<file path="src/rtl/sprite_pkg.sv">
// Shared constants for the sprite register map, the sprite base lookup and the scheduler state encoding.
package sprite_pkg;

    localparam logic [5:0] PACMAN_BASE     = 6'd0;
    localparam logic [5:0] GHOST0_BASE     = 6'd8;
    localparam logic [5:0] GHOST1_BASE     = 6'd14;
    localparam logic [5:0] GHOST2_BASE     = 6'd20;
    localparam logic [5:0] GHOST3_BASE     = 6'd26;

    localparam logic [1:0] FIELD_X         = 2'd0;
    localparam logic [1:0] FIELD_Y         = 2'd1;
    localparam logic [1:0] FIELD_ROT       = 2'd2;

    localparam logic [5:0] FRAME_LOCK_ADDR = 6'd32;
    localparam logic [5:0] DISP_FIRST_ADDR = 6'd48;
    localparam logic [5:0] DISP_LAST_ADDR  = 6'd51;

    localparam logic [1:0] ST_IDLE         = 2'd0;
    localparam logic [1:0] ST_FETCH        = 2'd1;
    localparam logic [1:0] ST_PUBLISH      = 2'd2;

    typedef enum logic [1:0] {
        IDLE    = ST_IDLE,
        FETCH   = ST_FETCH,
        PUBLISH = ST_PUBLISH
    } state_t;

    function automatic logic [5:0] sprite_base(input logic [2:0] s);
        logic [5:0] b;
        case (s)
            3'd0:    b = PACMAN_BASE;
            3'd1:    b = GHOST0_BASE;
            3'd2:    b = GHOST1_BASE;
            3'd3:    b = GHOST2_BASE;
            3'd4:    b = GHOST3_BASE;
            default: b = 6'd0;
        endcase
        return b;
    endfunction

endpackage

</file>
<file path="src/rtl/sprite_shadow_buf.sv">
// Shadow capture of fetched sprite fields plus the atomically published copy.
// Publish copies the whole shadow in one edge so consumers never see a partial set.
module sprite_shadow_buf #(
    parameter int NUM_SPRITES = 5
) (
    input  logic                     clk,
    input  logic                     reset,
    input  logic                     cap_en,
    input  logic [2:0]               cap_sprite,
    input  logic [1:0]               cap_field,
    input  logic [7:0]               cap_data,
    input  logic                     publish,
    output logic [NUM_SPRITES*8-1:0] spr_x,
    output logic [NUM_SPRITES*8-1:0] spr_y,
    output logic [NUM_SPRITES*8-1:0] spr_rot,
    output logic                     spr_valid
);
    import sprite_pkg::*;

    logic [NUM_SPRITES*8-1:0] sh_x;
    logic [NUM_SPRITES*8-1:0] sh_y;
    logic [NUM_SPRITES*8-1:0] sh_rot;

    always_ff @(posedge clk) begin
        if (reset) begin
            sh_x   <= '0;
            sh_y   <= '0;
            sh_rot <= '0;
        end else if (cap_en) begin
            case (cap_field)
                FIELD_X:   sh_x[{cap_sprite, 3'b000} +: 8]   <= cap_data;
                FIELD_Y:   sh_y[{cap_sprite, 3'b000} +: 8]   <= cap_data;
                FIELD_ROT: sh_rot[{cap_sprite, 3'b000} +: 8] <= cap_data;
                default:   sh_x <= sh_x;
            endcase
        end
    end

    always_ff @(posedge clk) begin
        if (reset) begin
            spr_x     <= '0;
            spr_y     <= '0;
            spr_rot   <= '0;
            spr_valid <= 1'b0;
        end else begin
            spr_valid <= publish;
            if (publish) begin
                spr_x   <= sh_x;
                spr_y   <= sh_y;
                spr_rot <= sh_rot;
            end
        end
    end

endmodule

</file>
<file path="src/rtl/sprite_fetch_sched.sv">
// Sprite register-file port scheduler: per-line fetch burst has priority, CPU gets single-cycle slots when idle.
// Optional SPR_FETCH_OVERRUN_CNT_EN adds a saturating overrun_cnt output.
module sprite_fetch_sched #(
    parameter int NUM_SPRITES = 5,
    parameter int FIELDS      = 3,
    parameter int AW          = 6,
    parameter int DW          = 16
) (
    input  logic                     clk,
    input  logic                     reset,
    input  logic                     line_start,
    input  logic                     cpu_req,
    input  logic                     cpu_we,
    input  logic [AW-1:0]            cpu_addr,
    input  logic [DW-1:0]            cpu_wdata,
    output logic                     cpu_ack,
    output logic [DW-1:0]            cpu_rdata,
    output logic [AW-1:0]            reg_addr,
    output logic [DW-1:0]            reg_in,
    output logic                     reg_we,
    input  logic [DW-1:0]            reg_out,
    output logic [NUM_SPRITES*8-1:0] spr_x,
    output logic [NUM_SPRITES*8-1:0] spr_y,
    output logic [NUM_SPRITES*8-1:0] spr_rot,
    output logic                     spr_valid,
    output logic                     busy,
    output logic                     overrun
`ifdef SPR_FETCH_OVERRUN_CNT_EN
    ,
    output logic [7:0]               overrun_cnt
`endif
);
    import sprite_pkg::*;

    state_t     state;
    logic [2:0] s_idx;
    logic [1:0] f_idx;
    logic       grant;

    assign busy = (state != IDLE);

    // A held cpu_req is not re-granted in its own ack cycle.
    assign grant = (state == IDLE) && !line_start && cpu_req && !cpu_ack;

    always_comb begin
        reg_addr = '0;
        reg_we   = 1'b0;
        reg_in   = '0;
        if (state == FETCH) begin
            reg_addr = AW'(sprite_base(s_idx) + {4'd0, f_idx});
        end else if (grant) begin
            reg_addr = cpu_addr;
            reg_we   = cpu_we;
            reg_in   = cpu_wdata;
        end
    end

    always_ff @(posedge clk) begin
        if (reset) begin
            state <= IDLE;
            s_idx <= 3'd0;
            f_idx <= 2'd0;
        end else begin
            case (state)
                IDLE: begin
                    if (line_start) begin
                        state <= FETCH;
                        s_idx <= 3'd0;
                        f_idx <= 2'd0;
                    end
                end
                FETCH: begin
                    if (f_idx == 2'(FIELDS - 1)) begin
                        f_idx <= 2'd0;
                        if (s_idx == 3'(NUM_SPRITES - 1)) begin
                            s_idx <= 3'd0;
                            state <= PUBLISH;
                        end else begin
                            s_idx <= s_idx + 3'd1;
                        end
                    end else begin
                        f_idx <= f_idx + 2'd1;
                    end
                end
                PUBLISH: state <= IDLE;
                default: state <= IDLE;
            endcase
        end
    end

    always_ff @(posedge clk) begin
        if (reset) begin
            cpu_ack   <= 1'b0;
            cpu_rdata <= '0;
            overrun   <= 1'b0;
        end else begin
            cpu_ack   <= grant;
            cpu_rdata <= (grant && !cpu_we) ? reg_out : '0;
            if (line_start && busy) begin
                overrun <= 1'b1;
            end
        end
    end

`ifdef SPR_FETCH_OVERRUN_CNT_EN
    always_ff @(posedge clk) begin
        if (reset) begin
            overrun_cnt <= 8'd0;
        end else if (line_start && busy && (overrun_cnt != 8'hFF)) begin
            overrun_cnt <= overrun_cnt + 8'd1;
        end
    end
`endif

    sprite_shadow_buf #(
        .NUM_SPRITES (NUM_SPRITES)
    ) u_shadow (
        .clk        (clk),
        .reset      (reset),
        .cap_en     (state == FETCH),
        .cap_sprite (s_idx),
        .cap_field  (f_idx),
        .cap_data   (reg_out[7:0]),
        .publish    (state == PUBLISH),
        .spr_x      (spr_x),
        .spr_y      (spr_y),
        .spr_rot    (spr_rot),
        .spr_valid  (spr_valid)
    );

endmodule
</file>
<file path="config.mk">
export PLATFORM = sky130hd
export DESIGN_NAME = sprite_fetch_sched
export DESIGN_NICKNAME = d
export VERILOG_FILES = /design/src/rtl/sprite_pkg.sv /design/src/rtl/sprite_shadow_buf.sv /design/src/rtl/sprite_fetch_sched.sv
export SDC_FILE = /design/constraint.sdc
export NUM_CORES = 1
export LEC_CHECK = 0
export ABC_AREA = 1
export CAP_MARGIN = 25
export CORE_MARGIN = 3
export CORE_UTILIZATION = 50
export CTS_CLUSTER_SIZE = 24
export DETAILED_ROUTE_END_ITERATION = 10
export PLACE_DENSITY_LB_ADDON = 0.15
export SYNTH_ARGS = -nofsm -noshare
export SYNTH_HDL_FRONTEND = slang
export SYNTH_HIERARCHICAL = 1
export SYNTH_SLANG_ARGS = --single-unit
</file>
<file path="constraint.sdc">
create_clock -name clk -period 2.2 [get_ports clk]
set_input_delay 0.44 -clock clk [delete_from_list [all_inputs] [get_ports clk]]
set_output_delay 0.44 -clock clk [all_outputs]
set_load 0.005 [all_outputs]
</file>
* Word-level counts from Yosys, hierarchy flattened
Index checks and enable logic that the tools add are counted.
** Storage, ports and cells
- ROM bits :: 0
- Bits in registers :: 266
- Bits in latches :: 0
- Bits of input ports :: 43
- Logic and storage cells :: 72
- Memories kept :: 0
- Memory bits (writable) :: 0
** Operators by class
- $lt $le $gt $ge :: 0
- Shift-type cells :: 2
- Mux-type cells :: 22
- Reduce and logical (&&, ||, !) cells :: 19
- Add/subtract/negate cells :: 4
- Eq/ne operators :: 11
- Divide/modulo/power cells :: 0
- $mul :: 0
- Bitwise gates (word level) :: 1
** Operator list (count)
- bitwise mux 40 bit :: 3
- variable shift 8 x 8 -> 40 bit, first input constant :: 1
- indexed part select 8 x 8 -> 40 bit :: 1
- two-way mux 16 bit :: 2
- one-hot mux 5 bit (4 select lines) :: 1
- two-way mux 6 bit :: 3
- two-way mux 2 bit :: 5
- two-way mux 3 bit :: 3
- negation 6 -> 8 bit :: 1
- one-hot mux 2 bit (2 select lines) :: 2
- AND reduction 2 bit :: 4
- adder 6 x 2 -> 6 bit :: 1
- equality test 3 x 2 -> 1 bit, second input constant :: 2
- != test 2 bit, second input constant :: 3
- one-hot mux 3 bit (2 select lines) :: 1
- AND reduction 3 bit :: 2
- logical AND 1 bit :: 5
- equality test 2 x 1 -> 1 bit, second input constant :: 2
- equality test 2 bit, second input constant :: 2
- zero test 2 bit :: 2
- nonzero test 2 bit :: 2
- adder 3 x 1 -> 3 bit, second input constant :: 1
- equality test 3 x 1 -> 1 bit, second input constant :: 1
- equality test 3 bit, second input constant :: 1
- 5 further kinds :: 8

* Depth between registers and ports, before layout
Gate-level depths: netlist of the first run.
- Depth in word-level cells :: 7
- Gate-level depth with buffers :: 12

* Modules after synthesis
Netlist of the first run, hierarchy kept.
** By module, submodules not included
- sprite_shadow_buf :: sequential area each 4824.6 um2, times used 1, area each 8821.0 um2, cells each 1186
- sprite_fetch_sched :: sequential area each 500.5 um2, times used 1, area each 1315.0 um2, cells each 190

* Worst setup path before layout of the first run
No wires, ideal clock.
- Path kind :: flip-flop to output port
- Start point :: register s_idx[0]
- End point :: output port reg_addr[3]
- Stages on the path, launching flop included :: 11
- Arrival time :: 1.563 ns
- Buffers on the path :: 0
- Slack :: 0.197 ns
- Cells stage by stage :: dfxtp_1 inv_1 ha_1 nand2_1 nand2_1 ha_1 ha_1 inv_1 nand4_1 nand3_1 nand2_1
** On the way
- Cells in the longest elaborated chain, start to end :: 5
- Elaborated cells between the ends (all ways) :: 8
** Ends and longest elaborated chain
- from (decl) :: line sprite_fetch_sched.sv:36 : logic [2:0] s_idx;
- from (signal assigned) :: line sprite_fetch_sched.sv:79 : s_idx <= s_idx + 3'd1;
- equality test 3 bit, or another cell as far along :: line sprite_pkg.sv:30 : case (s)
- one-hot mux 5 bit (4 select lines) * :: line sprite_pkg.sv:30
- two-way mux 6 bit * :: line sprite_fetch_sched.sv:49 : if (state == FETCH) begin
- adder 6 x 2 -> 6 bit * :: line sprite_fetch_sched.sv:50 : reg_addr = AW'(sprite_base(s_idx) + {4'd0, f_idx});
- two-way mux 6 bit * :: line sprite_fetch_sched.sv:49
- to (decl) :: line sprite_fetch_sched.sv:18 : output logic [AW-1:0] reg_addr,
Mark *: on every way between the ends. The rest lies on a longest branch, timed or not. The select of a mux whose other input is x is not followed.

* Worst setup path in the final report of the first run
- Start point :: register s_idx[0]
- End point :: output port reg_addr[4]
Same word-level chain as after synthesis.

==> results of run 1 <==
## report_power, final
| part | switching [uW] | total, uW | internal [uW] |
|---|---|---|---|
| Clock | 1840 | 4570 | 2730 |
| Combinational | 474 | 798 | 324 |
| Sequential | 25.1 | 4880 | 4850 |
| Total | 2340 | 10200 | 7900 |
## logic make-up (layout without fill, tap and decap cells)
logic type	count (synthesis)	count (layout)	share of synthesized area [%]
simple gates	660	662	26.5
flops	266	266	52.5
compound gates	235	235	11.6
buf+inv	205	437	8.07
fa+ha+maj	10	10	1.23
## Yosys cell counts (all sizes together), types with 3 or more instances
| master | count |
|---|---|
| inv | 130 |
| clkbuf | 49 |
| dfxtp | 266 |
| nand2 | 186 |
| o21ai | 173 |
| nor3 | 3 |
| buf | 26 |
| a21oi | 60 |
| ha | 10 |
| nand4 | 5 |
| nand3 | 36 |
| nor2 | 430 |
## sequential cells by signal, summed over array words and instances (netlist names)
signal and cells:
u_shadow/spr_rot 40, overrun 1, cpu_rdata 16, f_idx 2, u_shadow/sh_rot 40, cpu_ack 1
u_shadow/spr_x 40, s_idx 3, u_shadow/sh_y 40, u_shadow/spr_valid 1, u_shadow/spr_y 40, u_shadow/sh_x 40
state 2
## path summary, 6_finish.rpt
path	start	end	slack, ns	depth (start not counted)
setup / recovery	s_idx[0]	reg_addr[4]	-0.19	12
hold / removal	reg_out[8]	cpu_rdata[8]	0.45	3
hold reg to reg	u_shadow/sh_y[38]	u_shadow/spr_y[38]	0.45	2
setup reg to reg	s_idx[0]	u_shadow/sh_y[39]	0.13	13
## cell type report
cell class,instances,area (sq um),area share (%)
clock buffer,41,798,5.82
tap,265,332,2.42
clock inverter,8,96.3,0.703
multi-input combinational,907,4200,30.6
timing repair buffer,258,2440,17.8
inverter,130,500,3.65
sequential,266,5340,39.0
## per-stage QoR
| stage | setup WS, ns | hold slack [ns] |
|---|---|---|
| global route | -0.284 | 0.450 |
| detailed placement | -0.167 | 0.445 |
| global placement | -0.141 | 0.446 |
| floorplan | 0.197 | 0.430 |
| finish | -0.192 | 0.448 |
| CTS | -0.183 | 0.431 |
## timing repair
| action | in CTS | in global routing |
|---|---|---|
| endpoints found under the setup margin | 26 | 136 |
| pin swaps | 8 | 9 |
| gates cloned | 1 | 2 |
| hold buffers | 0 | 0 |
| resized for setup | 90 | 60 |
| setup buffers | 13 | 3 |
## placed cells by master, fill, tap and decap left out, types with 20 or more instances in the layout
cell | synthesis | layout
nor2_1 | 410 | 406
nand2_1 | 174 | 162
clkbuf_16 | 0 | 27
buf_4 | 4 | 39
nand3_1 | 33 | 32
o21ai_1 | 37 | 40
clkdlybuf4s50_1 | 0 | 180
dfxtp_1 | 266 | 261
o21ai_0 | 136 | 133
inv_1 | 110 | 105
a21oi_1 | 60 | 59
inv_2 | 20 | 20
## layer usage
| layer | vias to the layer above | GRT usage (%) | part of all wire [%] |
|---|---|---|---|
| met5 | - | 0 | 0 |
| met4 | 0 | 6.28 | 2.5 |
| met3 | 46 | 5.42 | 7.1 |
| met2 | 248 | 39.8 | 47 |
| met1 | 4266 | 31.0 | 43 |
| li1 | 4722 | - | - |
## worst max-delay path, cell delays in order (launching register included)
cell     delay, ns
dfxtp_4       0.36
inv_4         0.08
ha_4          0.14
nand2_4       0.05
nand2_2       0.07
ha_4          0.14
buf_4         0.11
inv_2         0.03
a21oi_2       0.12
nand2_1       0.07
nand2_1       0.06
nand3_1       0.07
buf_2         0.13
==> flow_summary.ini, run 1 <==
[synth]
synth_warnings = 6
async_flop_share_pct = 0
synth.area.top_cells = dfxtp_1 (53%), nor2_1 (15%), o21ai_0 (6.7%), nand2_1 (6.4%), inv_1 (4.1%)
synthCells = 1376
syn_area_per_cell_sq_um = 7.37
yosysSeqAreaShare_pct = 52.5
synth-edff-count = 0
syn_nets = 1429
ys_ff_latch = 266
synth_flop_cell = dfxtp_1
netlist.area_leader.share_pct = 52.5
synth_cell_types = 26
synth_area_leader_cell = dfxtp_1
synth_area_sq_um = 10100

[pwr]
p_total_uw = 10200
power_density_nw_per_um2 = 747
vdd_ir_drop_max_v = 0.000611
p_leak_uw = 0.00635

[timing]
min_period_over_period_pct = 109
finalSetupViolCount = 4
worstMarginPinSlew_ns = 0.470
setup_slack_ns = -0.192
rsz0062_at_grt = yes
clock_skew_ns = 0.0178
fmax_mhz = 418
slew_headroom_pct = 68.6
post-route-min-period_ns = 2.39
hold_viol = 0
slew_violations = 0
finalSetupTns_ns = -0.597

[floorplan]
ios = 206
core_area_sq_um = 19700
row_count = 51
die_area_sq_um = 22000
die_w_um = 148
die_h_um = 148
initial_utilization_pct = 51.4

[setup_path]
endpoint_kind = primary output
crit_arrival_ns = 1.95
cp_data_required_time_ns = 1.76
crit_fanout = 3
cp-start-kind = flop
crit_type = reg -> out

[clock_network]
cts_max_path_buffers = 3
numCtsBuffers = 27
cts_root_buf = clkbuf_16
path_clk_slew_ns = 0.06
cts_num_sinks = 266
htreeDepth = 1
insertion_delay_ns = 0.54
tritoncts = done

[final_layout]
fin_nets = 1643
syn_to_final_growth_pct = 35.2
drive_gt1_share_pct = 13.1
num-fill-cells = 1657
antennaDiodeCount = 0
layout.cells.non_filler = 1875
utilization_pct = 69.5
final_area_sq_um = 13700

[grt]
grt_use_total_pct = 23.7
overflow = 0
grt_pass1_wl_um = 43200
grt_antenna_before_repair = 0
grt_max_degree = 110
grt_pass1_vias = 8673

[place]
place_area_sq_um = 12500
place.gp.congestion = 0.862
dp_cells = 1809
dp_hpwl_um = 17700
port_buffers = 205

[detailed_routing]
drt_iter0_markers = 546
drtAntennaViolNets = 0
via_per_inst = 4.95
wire_per_inst_um = 14.5
drc_errors = 0
vias = 9282
drt_wl_total_um = 27200
firstDrtPassIters = 5

[run]
drv_cap = 0

[hold_path]
hold_class = in -> reg

[outcome]
violations = setup timing
outcome = finished, violations left
(Power assumes the default switching activity.)
==> run 2: changes to the inputs <==
--- a/config.mk
+++ b/config.mk
@@ -8,10 +8,10 @@
 export ABC_AREA = 1
 export CAP_MARGIN = 25
 export CORE_MARGIN = 3
-export CORE_UTILIZATION = 50
+export CORE_UTILIZATION = 51
 export CTS_CLUSTER_SIZE = 24
 export DETAILED_ROUTE_END_ITERATION = 10
-export PLACE_DENSITY_LB_ADDON = 0.15
+export PLACE_DENSITY = 0.75
 export SYNTH_ARGS = -nofsm -noshare
 export SYNTH_HDL_FRONTEND = slang
 export SYNTH_HIERARCHICAL = 1
==> run 2 against run 1 <==
  * The run still ends with setup timing left
  * Critical endpoint is now reg_addr[5]
  * Fmax about the same
  * Combinational power up 2%
  * Register-to-register slack worse by 0.05 ns
  * Sequential power about the same
==> flow_summary.ini, run 2 (synthesis results as in run 1) <==
[outcome]
outcome = finished, violations left
violations = setup timing

[setup_path]
cp-start-kind = flop
reg2reg_slack_ns = 0.08
cp_data_required_time_ns = 1.76
r2r_cells = 11
crit_arrival_ns = 1.95
reg2reg_from = s_idx[0]
startpoint = s_idx[1]
crit_type = reg -> out
reg2reg_to = u_shadow/sh_rot[31]
crit_fanout = 4
endpoint_kind = primary output

[floorplan]
die_area_sq_um = 21600
ios = 206
die_w_um = 147
core_area_sq_um = 19100
die_h_um = 147
initial_utilization_pct = 53.1
row_count = 50

[grt]
grt_antenna_before_repair = 2
grt_pass1_vias = 8664
grt_max_degree = 131
grt_pass1_wl_um = 43700
overflow = 0
grt_use_total_pct = 24.2

[timing]
rsz0062_at_grt = yes
slew_headroom_pct = 68.5
fmax_mhz = 418
slew_violations = 0
hold_viol = 0
min_period_over_period_pct = 109
post-route-min-period_ns = 2.39
worstMarginPinSlew_ns = 0.472
finalSetupTns_ns = -0.701
setup_slack_ns = -0.191
finalSetupViolCount = 4
clock_skew_ns = 0.0158

[hold_path]
hold_path_end = cpu_rdata[14]
hold_start = reg_out[14]
hold_class = in -> reg
hold_path_depth = 3

[final_layout]
antennaDiodeCount = 0
layout_commonest_cell = nor2_1
final_area_sq_um = 13700
syn_to_final_growth_pct = 35.6
drive_gt1_share_pct = 13.4
fin_nets = 1643
final_cell_mix = nor2_1 (406), dfxtp_1 (262), clkdlybuf4s50_1 (181), nand2_1 (165), o21ai_0 (133)
layout.cells.non_filler = 1869

[detailed_routing]
drc_errors = 0
drt_wl_total_um = 27100
via_per_inst = 5.00
firstDrtPassIters = 5
vias = 9336
drtAntennaViolNets = 0
drt_iter0_markers = 624
wire_per_inst_um = 14.5

[place]
place_area_sq_um = 12600
dp_hpwl_um = 17700
dp_cells = 1808
port_buffers = 205
place.gp.congestion = 0.865
dp_slack_ns = -0.232

[pwr]
power_density_nw_per_um2 = 748
p_leak_uw = 0.00632
vdd_ir_drop_max_v = 0.000708
p_total_uw = 10300

[clock_network]
cts_num_sinks = 266
cts_hold_buf = 0
htreeDepth = 1
insertion_delay_ns = 0.53
numCtsBuffers = 27
path_clk_slew_ns = 0.06
tritoncts = done
cts_root_buf = clkbuf_16
cts_max_path_buffers = 3

[run]
drv_cap = 0
[run 2: changes by cell type in the layout (fill, tap and decap cells not counted), sizes merged]
cell and change:
clkdlybuf4s15 +7, bufinv +1, nand2 -2, clkbuf -17, inv +1, buf +7, clkinv +2, clkdlybuf4s50 +1
dlygate4sd2 -1
[run 2: area by class of cell]
class,count,area [sq um]
clock buffers,36,749
clock inverters,12,153
fillers,1529,5340
inverters,130,498
multi-input cells,905,4160
flip-flops and latches,266,5340
well taps,260,325
repair buffers,260,2510
[run 2: layer usage]
metal | GRT usage (%) | share of wire (%)
met5 | 0 | 0.11
met4 | 6.24 | 2.7
met3 | 6.08 | 7.5
met2 | 40.3 | 46
met1 | 31.6 | 43
[run 2: worst max-delay path, cell delays in order (launching register included)]
cell and delay [ns]:
dfxtp_4 0.38, inv_2 0.06, ha_4 0.16, nand2_2 0.07, nand2_2 0.06, ha_4 0.17, ha_4 0.16, buf_4 0.13
nand3_2 0.06, o21ai_1 0.06, buf_2 0.12
[run 2: metrics by stage]
step | utilization, % | hold slack, ns
3_5_place_dp | 66.0 | 0.446
4_1_cts | 71.4 | 0.423
5_1_grt | 72.0 | 0.454
3_3_place_gp | 66.0 | 0.439
6_report | 72.0 | 0.442
2_1_floorplan | - | 0.430
[run 2: where the power goes]
group	internal (uW)	switching [uW]
Combinational	341	472
Clock	2750	1840
Sequential	4850	25.2
[run 2: how the worst max path moves through the flow]
stage	end	slack [ns]	cells past startpoint
finish	reg_addr[5]	-0.19	10
detailed placement	reg_in[10]	-0.23	5
global placement	reg_in[15]	-0.14	5
global route	reg_addr[3]	-0.31	11
floorplan	reg_addr[3]	0.20	10
CTS	reg_addr[3]	-0.20	11
[run 2: repair_timing]
action	in CTS	in global routing
setup endpoints to repair	25	133
resized for setup	122	28
hold endpoints to repair	0	0
setup buffers	10	6
pin swaps	7	7
cloned	1	0
==> run 3: changes to the inputs <==
--- a/config.mk
+++ b/config.mk
@@ -7,6 +7,7 @@
 export LEC_CHECK = 0
 export ABC_AREA = 1
 export CAP_MARGIN = 25
+export CORE_ASPECT_RATIO = 1.4
 export CORE_MARGIN = 3
 export CORE_UTILIZATION = 51
 export CTS_CLUSTER_SIZE = 24
==> constraint.sdc (replaced) <==
create_clock -name clk -period 2.7 [get_ports clk]
set_input_delay 0.54 -clock clk [delete_from_list [all_inputs] [get_ports clk]]
set_output_delay 0.54 -clock clk [all_outputs]
set_load 0.005 [all_outputs]
==> run 3 against run 2 <==
  * The run now ends clean
  * Register-to-register slack gained 0.27 ns
  * Combinational power fell by 31%
  * Non-clock buffer count shrank 30
  * Cell area decreased by 3.7%
  * Routed wire length is 1.7% lower
  * Via count is 3.2% lower
  * Core utilization decreased by 3.7 points
  * Die area up 0.11%
  * Critical path depth decreased by 5
  * Final cell count decreased by 2.7%
  * Highest routed layer is now met4
==> flow_summary.ini, run 3 (synthesis results as in run 1) <==
[final_layout]
layout.cells.non_filler = 1819
layout_commonest_cell = nor2_1
drive_gt1_share_pct = 8.53
antennaDiodeCount = 0
syn_to_final_growth_pct = 30.6
multiInputGateArea_sq_um = 4020
fin_nets = 1610
final_cell_mix = nor2_1 (409), dfxtp_1 (263), clkdlybuf4s50_1 (200), nand2_1 (172), o21ai_0 (136)
num-fill-cells = 1632
regArea_sq_um = 5330

[floorplan]
initial_utilization_pct = 52.3
die_area_sq_um = 21600
row_count = 60
die_w_um = 125
die_h_um = 173
core_area_sq_um = 19400
ios = 206

[outcome]
outcome = finished clean

[grt]
overflow = 0
grt_pass1_vias = 8551
grt_max_degree = 120
grt_antenna_before_repair = 0
grt_pass1_wl_um = 43200
grt_use_total_pct = 23.8

[setup_path]
endpoint_kind = primary output
crit_arrival_ns = 2.06
reg2reg_slack_ns = 0.35
r2r_cells = 10
crit_fanout = 18
crit_type = in -> out
cp-start-kind = input port
reg2reg_to = u_shadow/sh_x[16]
reg2reg_from = s_idx[0]
cp_data_required_time_ns = 2.16

[pwr]
p_total_uw = 7960
vdd_ir_drop_max_v = 0.000423
p_leak_uw = 0.00603
power_density_nw_per_um2 = 601

[timing]
slew_violations = 0
rsz0062_at_grt = no
fmax_mhz = 385
min_period_over_period_pct = 96.3
post-route-min-period_ns = 2.60
clock_skew_ns = 0.00768
slew_headroom_pct = 62.9
timing.hold.ws_ns = 0.456
worstMarginPinSlew_ns = 0.557
finalSetupTns_ns = 0
hold_viol = 0
finalSetupViolCount = 0

[clock_network]
tritoncts = done
insertion_delay_ns = 0.51
htreeDepth = 1
path_clk_slew_ns = 0.06
numCtsBuffers = 24
cts_hold_buf = 0
cts_num_sinks = 266
cts_root_buf = clkbuf_16
cts_max_path_buffers = 3

[place]
port_buffers = 205
dp_hpwl_um = 17900
dp_cells = 1775
place.gp.congestion = 0.834

[detailed_routing]
via_per_inst = 4.97
drt_iter0_markers = 495
firstDrtPassIters = 5
vias = 9039
drtAntennaViolNets = 0
drt_wl_total_um = 26700
drc_errors = 0
wire_per_inst_um = 14.7

[hold_path]
hold_class = reg -> reg
hold_path_end = u_shadow/spr_x[21]
hold_path_depth = 2
hold_start = u_shadow/sh_x[21]

[run]
drv_cap = 0
-- run 3: cell type report --
class / count / area share [%]
inverter: 130 / 3.71
tap: 248 / 2.34
clock inverter: 6 / 0.718
clock buffer: 34 / 5.27
sequential: 266 / 40.3
multi-input combinational: 905 / 30.4
timing repair buffer: 230 / 17.3
-- run 3: worst max-delay path by stage --
stage                  start  slack [ns]  depth (start not counted)     endpoint
global placement     cpu_req        0.14                          5    reg_in[2]
global route        s_idx[0]        0.01                         11  reg_addr[3]
detailed placement  s_idx[0]        0.08                         11  reg_addr[3]
floorplan           s_idx[0]        0.60                         10  reg_addr[3]
finish               cpu_req        0.10                          5   reg_in[13]
CTS                 s_idx[1]      0.0008                          9  reg_addr[2]
-- run 3: what timing repair did --
action                     in CTS  in global routing
gates resized for setup        20                  8
buffers inserted                4                  0
setup endpoints to repair       5                  4
pin swaps                       0                  1
-- run 3: worst max-delay path, cell delays in order --
cell and delay [ns]:
clkdlybuf4s50_1 0.56, nand4_4 0.16, buf_12 0.18, nor2_1 0.09
clkdlybuf4s50_1 0.53
-- run 3: report_power, final --
group          internal [uW]  switching (uW)  leakage, uW  total, uW
sequential              3950            20.4      0.00214       3970
combinational            217             343      0.00349        560
clock                   1990            1430     0.000391       3420
-- run 3: metrics by stage --
stage	cell area [sq um]	utilization, %	worst slack [ns]
2_1_floorplan	10100	-	0.597
3_3_place_gp	12400	64.0	0.136
3_5_place_dp	12400	64.0	0.0835
4_1_cts	13200	68.4	0.000791
5_1_grt	13200	68.3	0.0127
6_report	13200	68.3	0.101
-- run 3: metal layers --
layer | up-vias | routed length (um) | track usage (%)
met5 | - | 0 | 0
met4 | 0 | 804 | 7.41
met3 | 51 | 1050 | 2.94
met2 | 219 | 14000 | 43.4
met1 | 4138 | 10800 | 29.0
li1 | 4631 | - | -
